**src/rtl/wm_pkg.sv**
```systemverilog
// wm_pkg: phase codes shared with the washing-machine controller, default
// phase timing constants and the command decode helpers.
package wm_pkg;

  // Phase codes match the controller's state codes so both sides agree on "phase".
  localparam logic [2:0] PH_IDLE_CODE  = 3'd0;
  localparam logic [2:0] PH_FILL_CODE  = 3'd2;
  localparam logic [2:0] PH_HEAT_CODE  = 3'd3;
  localparam logic [2:0] PH_WASH_CODE  = 3'd4;
  localparam logic [2:0] PH_RINSE_CODE = 3'd5;
  localparam logic [2:0] PH_SPIN_CODE  = 3'd6;

  localparam int CNT_W_DEF        = 8;
  localparam int FILL_TIMEOUT_DEF = 64;
  localparam int HEAT_TIMEOUT_DEF = 128;
  localparam int WASH_CYCLES_DEF  = 32;
  localparam int RINSE_CYCLES_DEF = 16;
  localparam int SPIN_CYCLES_DEF  = 16;

  typedef enum logic [2:0] {
    PH_IDLE  = PH_IDLE_CODE,
    PH_FILL  = PH_FILL_CODE,
    PH_HEAT  = PH_HEAT_CODE,
    PH_WASH  = PH_WASH_CODE,
    PH_RINSE = PH_RINSE_CODE,
    PH_SPIN  = PH_SPIN_CODE
  } phase_e;

  // cmd = {spin, rinse, wash, heat, fill}; anything other than one-hot is IDLE.
  function automatic phase_e decode_cmd(input logic [4:0] cmd);
    phase_e ph;
    case (cmd)
      5'b00001: ph = PH_FILL;
      5'b00010: ph = PH_HEAT;
      5'b00100: ph = PH_WASH;
      5'b01000: ph = PH_RINSE;
      5'b10000: ph = PH_SPIN;
      default:  ph = PH_IDLE;
    endcase
    return ph;
  endfunction

  // True when two or more command bits are set.
  function automatic logic multi_cmd(input logic [4:0] cmd);
    return (cmd & (cmd - 5'd1)) != 5'd0;
  endfunction

endpackage

```
**src/rtl/wm_sensor_sync.sv**
```systemverilog
// wm_sensor_sync: two-flop synchronizer for a raw asynchronous sensor.
// With WM_SENSOR_DEBOUNCE_EN defined, a debouncer follows the synchronizer:
// the output only changes after DEBOUNCE_CYCLES consecutive synchronized
// samples that disagree with it, so shorter glitches never reach the output.
module wm_sensor_sync
`ifdef WM_SENSOR_DEBOUNCE_EN
#(
  parameter int DEBOUNCE_CYCLES = 4
)
`endif
(
  input  logic clock,
  input  logic reset_n,
  input  logic sensor_raw,
  output logic sensor_s
);

  logic [1:0] sync_q;

  // Two-stage metastability synchronizer.
  always_ff @(posedge clock or negedge reset_n) begin
    if (!reset_n) sync_q <= 2'b00;
    else          sync_q <= {sync_q[0], sensor_raw};
  end

`ifdef WM_SENSOR_DEBOUNCE_EN
  localparam int DB_W = $clog2(DEBOUNCE_CYCLES + 1);

  logic [DB_W-1:0] db_cnt_q;
  logic            db_q;

  // Count consecutive samples that differ from the output; flip after enough of them.
  always_ff @(posedge clock or negedge reset_n) begin
    if (!reset_n) begin
      db_cnt_q <= '0;
      db_q     <= 1'b0;
    end else if (sync_q[1] == db_q) begin
      db_cnt_q <= '0;
    end else if (db_cnt_q == DB_W'(DEBOUNCE_CYCLES - 1)) begin
      db_cnt_q <= '0;
      db_q     <= sync_q[1];
    end else begin
      db_cnt_q <= db_cnt_q + DB_W'(1);
    end
  end

  assign sensor_s = db_q;
`else
  assign sensor_s = sync_q[1];
`endif

endmodule

```
**src/rtl/wm_plant_responder.sv**
```systemverilog
// wm_plant_responder: appliance-side model answering the washing-machine
// controller. Decodes the one-hot operation commands into a phase, times the
// phase with one shared saturating up-counter and returns the status flags.
// Optional sensor debouncing is enabled by defining WM_SENSOR_DEBOUNCE_EN.
//
// phase  | meaning
// IDLE   | no command, or several commands at once (cmd_Error); counter held at 0
// FILL   | sig_Full follows level; sig_Time_Out if level never seen by FILL_TIMEOUT
// HEAT   | sig_Temperature follows temp; sig_Time_Out if never seen by HEAT_TIMEOUT
// WASH   | sig_Wash_Completed from WASH_CYCLES edges after entry
// RINSE  | sig_Rinse_Completed from RINSE_CYCLES edges after entry
// SPIN   | sig_Spin_Completed from SPIN_CYCLES edges after entry
module wm_plant_responder
  import wm_pkg::*;
#(
  parameter int FILL_TIMEOUT = FILL_TIMEOUT_DEF,
  parameter int HEAT_TIMEOUT = HEAT_TIMEOUT_DEF,
  parameter int WASH_CYCLES  = WASH_CYCLES_DEF,
  parameter int RINSE_CYCLES = RINSE_CYCLES_DEF,
  parameter int SPIN_CYCLES  = SPIN_CYCLES_DEF,
  parameter int CNT_W        = CNT_W_DEF
`ifdef WM_SENSOR_DEBOUNCE_EN
  , parameter int DEBOUNCE_CYCLES = 4
`endif
) (
  input  logic       clock,
  input  logic       reset_n,
  input  logic       fill_Water_Operation,
  input  logic       heat_Water_Operation,
  input  logic       wash_Operation,
  input  logic       rinse_Operation,
  input  logic       spin_Operation,
  input  logic       level_Sensor,
  input  logic       temp_Sensor,
  output logic       sig_Full,
  output logic       sig_Temperature,
  output logic       sig_Time_Out,
  output logic       sig_Wash_Completed,
  output logic       sig_Rinse_Completed,
  output logic       sig_Spin_Completed,
  output logic       cmd_Error,
  output logic [2:0] phase
);

  // The counter reads N-1 on the edge that completes N edges in the phase.
  localparam logic [CNT_W-1:0] CNT_MAX    = '1;
  localparam logic [CNT_W-1:0] FILL_TERM  = CNT_W'(FILL_TIMEOUT - 1);
  localparam logic [CNT_W-1:0] HEAT_TERM  = CNT_W'(HEAT_TIMEOUT - 1);
  localparam logic [CNT_W-1:0] WASH_TERM  = CNT_W'(WASH_CYCLES - 1);
  localparam logic [CNT_W-1:0] RINSE_TERM = CNT_W'(RINSE_CYCLES - 1);
  localparam logic [CNT_W-1:0] SPIN_TERM  = CNT_W'(SPIN_CYCLES - 1);

  logic [4:0]       cmd;
  logic             level_s, temp_s;
  phase_e           phase_q, phase_d;
  logic [CNT_W-1:0] cnt_q, cnt_d, cnt_inc;
  logic             full_q, full_d, temp_q, temp_d, tout_q, tout_d;
  logic             wash_q, wash_d, rinse_q, rinse_d, spin_q, spin_d;
  logic             err_q, err_d;
  // Sticky "sensor seen this phase": freezes the counter and blocks the timeout.
  logic             seen_q, seen_d;

  assign cmd = {spin_Operation, rinse_Operation, wash_Operation,
                heat_Water_Operation, fill_Water_Operation};

`ifdef WM_SENSOR_DEBOUNCE_EN
  wm_sensor_sync #(.DEBOUNCE_CYCLES(DEBOUNCE_CYCLES)) u_level_sync (
    .clock(clock), .reset_n(reset_n), .sensor_raw(level_Sensor), .sensor_s(level_s));
  wm_sensor_sync #(.DEBOUNCE_CYCLES(DEBOUNCE_CYCLES)) u_temp_sync (
    .clock(clock), .reset_n(reset_n), .sensor_raw(temp_Sensor), .sensor_s(temp_s));
`else
  wm_sensor_sync u_level_sync (
    .clock(clock), .reset_n(reset_n), .sensor_raw(level_Sensor), .sensor_s(level_s));
  wm_sensor_sync u_temp_sync (
    .clock(clock), .reset_n(reset_n), .sensor_raw(temp_Sensor), .sensor_s(temp_s));
`endif

  // Phase, counter and every status output are registered here.
  always_ff @(posedge clock or negedge reset_n) begin
    if (!reset_n) begin
      phase_q <= PH_IDLE;
      cnt_q   <= '0;
      full_q  <= 1'b0;
      temp_q  <= 1'b0;
      tout_q  <= 1'b0;
      wash_q  <= 1'b0;
      rinse_q <= 1'b0;
      spin_q  <= 1'b0;
      err_q   <= 1'b0;
      seen_q  <= 1'b0;
    end else begin
      phase_q <= phase_d;
      cnt_q   <= cnt_d;
      full_q  <= full_d;
      temp_q  <= temp_d;
      tout_q  <= tout_d;
      wash_q  <= wash_d;
      rinse_q <= rinse_d;
      spin_q  <= spin_d;
      err_q   <= err_d;
      seen_q  <= seen_d;
    end
  end

  // Next phase and per-phase status; a phase change clears counter and flags.
  always_comb begin
    phase_d = decode_cmd(cmd);
    err_d   = multi_cmd(cmd);
    cnt_inc = (cnt_q == CNT_MAX) ? cnt_q : cnt_q + CNT_W'(1);
    cnt_d   = '0;
    full_d  = 1'b0;
    temp_d  = 1'b0;
    tout_d  = 1'b0;
    wash_d  = 1'b0;
    rinse_d = 1'b0;
    spin_d  = 1'b0;
    seen_d  = 1'b0;
    if (phase_d == phase_q) begin
      case (phase_q)
        PH_FILL: begin
          full_d = level_s;
          seen_d = seen_q | level_s;
          tout_d = tout_q | (!seen_q && !level_s && cnt_q >= FILL_TERM);
          cnt_d  = seen_q ? cnt_q : cnt_inc;
        end
        PH_HEAT: begin
          temp_d = temp_s;
          seen_d = seen_q | temp_s;
          tout_d = tout_q | (!seen_q && !temp_s && cnt_q >= HEAT_TERM);
          cnt_d  = seen_q ? cnt_q : cnt_inc;
        end
        PH_WASH: begin
          cnt_d  = cnt_inc;
          wash_d = wash_q | (cnt_q >= WASH_TERM);
        end
        PH_RINSE: begin
          cnt_d   = cnt_inc;
          rinse_d = rinse_q | (cnt_q >= RINSE_TERM);
        end
        PH_SPIN: begin
          cnt_d  = cnt_inc;
          spin_d = spin_q | (cnt_q >= SPIN_TERM);
        end
        default: cnt_d = '0;
      endcase
    end
  end

  assign sig_Full            = full_q;
  assign sig_Temperature     = temp_q;
  assign sig_Time_Out        = tout_q;
  assign sig_Wash_Completed  = wash_q;
  assign sig_Rinse_Completed = rinse_q;
  assign sig_Spin_Completed  = spin_q;
  assign cmd_Error           = err_q;
  assign phase               = phase_q;

endmodule

```
**config.mk**
```make
export PLATFORM = sky130hd
export DESIGN_NAME = wm_plant_responder
export DESIGN_NICKNAME = d
export VERILOG_FILES = /design/src/rtl/wm_pkg.sv /design/src/rtl/wm_sensor_sync.sv /design/src/rtl/wm_plant_responder.sv
export SDC_FILE = /design/constraint.sdc
export NUM_CORES = 1
export LEC_CHECK = 0
export BUFFER_PORTS_ARGS = -buffer_cell sky130_fd_sc_hd__buf_4
export CORE_UTILIZATION = 41
export CTS_BUF_LIST = sky130_fd_sc_hd__clkbuf_2
export DETAILED_ROUTE_END_ITERATION = 10
export HOLD_SLACK_MARGIN = 0.08
export SETUP_SLACK_MARGIN = 0.5
export SLEW_MARGIN = 20
export SYNTH_ARGS = -nofsm -noshare
export SYNTH_HDL_FRONTEND = slang
export SYNTH_SLANG_ARGS = --single-unit
export TNS_END_PERCENT = 1
```
**constraint.sdc**
```tcl
create_clock -name clock -period 2.35 [get_ports clock]
set_input_delay 0.1175 -clock clock [delete_from_list [all_inputs] [get_ports clock]]
set_output_delay 0.1175 -clock clock [all_outputs]
set_load 0.05 [all_outputs]
```
==> impl_metrics.ini <==
[yosys]
ys_async_sr_fraction = 1.00
synthFlopType = dfrtp_1
synth_nets = 134
yosysWarningCount = 0
synth_seq_cells = 23
syn_area_per_cell_um2 = 10.4
synth.yosys.seq_area_share = 0.444
netlist_instances = 124
synth.top_cell.area_share = 0.444
synth_edf_count = 0
yosysTopAreaCell = dfrtp_1
synth_cell_types = 48
netlist_area_um2 = 1290
synthTopCellsByArea = dfrtp_1 (44%), xnor2_1 (4.7%), a211oi_1 (4.1%), o21ai_0 (3.1%), nor4_2 (2.9%)

[hold_path]
hold_start = spin_Operation
min_path_type = primary input to register

[worst_setup_path]
critical_path.top_delay_family = compound AO/OA/AOI/OAI gates
crit_path_end_kind = register
worstPathArrival_ns = 2.03
slowest_stage = dfrtp_1
required_ns = 2.57
critPathLaunchType = register
critical_path_buf_inv_count = 0
crit_start = cnt_q[0]
critical-path-max-stage-delay_ns = 0.46
r2r-start = cnt_q[0]
path_class = register to register
cp_cell_sequence = ha_1 > nand4_1 > o21ai_1 > a211o_1 > a2111oi_1
cp_max_fo = 5

[detailed_routing]
routed-via-count = 1063
detail_route.wl_per_cell_um = 15.1
first_pass_iters = 4
drc = 0
postRouteAntennaNets = 0
routed_via_density = 5.57
drt_iter0_drc = 45
wirelength_um = 2890

[clocking]
cts_buffer_depth = 2
cts_sinks = 23
tritoncts = yes
numCtsBuffers = 3
clock_latency_ns = 0.35
root_buffer = clkbuf_2
htreeDepth = 1
cts.clk_slew.worst_paths_ns = 0.23

[timing]
tns_ns = 0
fmax_mhz = 551
slew_headroom = 0.692
finalSetupViolations = 0
worst_pin_slew_ns = 0.458
layout_min_cycle_time_ns = 1.81
slew_viol_final = 0
rsz0062_at_grt = true
fin_skew_ns = 0.0206
hold_viol_final = 0
finalCritPeriodShare = 0.772

[placed_design]
portBuffers = 18
place.gp.congestion = 0.836
dpl.hpwl_um = 2050

[run]
drv_cap = 0

[global_routing]
grt_pass1_vias = 1013
grt_overflow = 0
grtUsageTotal = 0.185
grt_max_degree = 24
grt_pass1_wl_um = 4750
antenna_found_initial = 0

[cells_and_area]
nets = 158
antennaDiodeCount = 0
area_growth_pct = 19.6
drive_above_1_share = 0.238
final_common_cell = dfrtp_1
multi_input_area_um2 = 664
final_core_util = 0.512
register_area_um2 = 577
fill_cells = 271
mostFrequentLayoutCells = dfrtp_1 (22), buf_4 (20), xnor2_1 (7), o21ai_0 (7), a211oi_1 (7)

[die]
ios = 19
dieHeight_um = 58.2
initial_core_util = 0.428
core-area_um2 = 3030
num_rows = 20
die_area_um2 = 3390
die_w_um = 58.2

[status]
status = complete, no violations

[power_and_ir_drop]
max-vdd-ir-drop_v = 0.000252
p_leak_uw = 0.000597
power.density_nw_per_um2 = 444
==> area by class of cell <==
| cell class | count | share of cell area |
|---|---|---|
| multi-input cells | 88 | 0.429 |
| flip-flops and latches | 23 | 0.372 |
| repair buffers | 26 | 0.136 |
| well taps | 44 | 0.0355 |
| inverters | 6 | 0.0145 |
| clock buffers | 3 | 0.00969 |
| clock inverters | 1 | 0.00323 |
==> layer usage <==
metal,track usage,up-vias,share of wire
li1,-,527,-
met1,0.263,502,0.46
met2,0.284,32,0.50
met3,0.0268,2,0.039
met4,0.0748,0,0.0045
met5,0,-,0
==> synthesized netlist by cell type (2+ instances only) <==
cell,number
a211oi_1,7
nor4_1,5
nor2_1,2
xnor2_1,7
o2111ai_1,2
xor2_1,2
dfrtp_1,23
a2111oi_1,3
inv_1,5
o22ai_1,2
o21ai_0,8
nand2_1,6
nor3_1,2
nor4_2,3
a211o_1,3
nand3_1,4
nand2b_1,4
a21oi_1,2
clkbuf_1,3
nand3b_1,2
buf_2,2
==> repair_timing <==
action / 4_1_cts / 5_1_grt
setup endpoints to repair: 2 / 2
hold buffers: 6 / 0
gates resized for setup: 1 / 2
cloned: 0 / 0
buffers inserted: 1 / 0
hold endpoints to repair: 27 / 0
==> kinds of logic (layout without fill, tap and decap cells) <==
family,after synthesis,count (layout),synth area share
AND/OR/NAND/NOR,39,39,0.202
multiplexers,1,1,0.00773
flip-flops,23,23,0.444
XOR/XNOR,9,9,0.0609
adder cells (fa/ha/maj),2,2,0.0174
AO/OA/AOI/OAI,37,37,0.219
buffers and inverters,13,36,0.0483
==> worst min-delay path, stage by stage <==
cell     delay [ns]
buf_4          0.15
nor3_1         0.06
a21oi_1        0.10
==> per-stage QoR <==
step | hold slack [ns] | power [µW] | worst slack, ns | instance area, µm² | cells
after floorplan | -0.178 | 487 | 0.569 | 1300 | 124
after global placement | 0.0267 | 521 | 0.573 | 1450 | 180
after detailed placement | 0.0268 | 523 | 0.474 | 1450 | 180
after CTS | 0.0865 | 696 | 0.514 | 1540 | 191
after global routing | 0.110 | 722 | 0.404 | 1550 | 191
final | 0.0973 | 688 | 0.536 | 1550 | 191
==> state kept, by name (all words and copies together), names as in the netlist, 2 cells and up <==
signal / count
phase: 3
cnt_q: 8
u_level_sync.sync_q: 2
u_temp_sync.sync_q: 2
==> worst paths after layout <==
path | to | slack [ns] | cells past startpoint
min | cmd_Error | 0.1 | 3
max in group asynchronous | phase[1] | 1.94 | 2
min in group asynchronous | cnt_q[2] | 0.14 | 2
max | cnt_q[0] | 0.54 | 5
max reg2reg | cnt_q[0] | 0.54 | 5
min reg2reg | u_temp_sync.sync_q[1] | 0.38 | 0
==> power breakdown <==
group          total, µW  leakage, µW  internal, µW  switching (µW)
logic                110     0.000276          43.1            67.3
registers            414     0.000305           405            8.94
clock network        163    0.0000164          38.6             125
total                688     0.000597           487             201
Power figures use the tool's default switching activity.
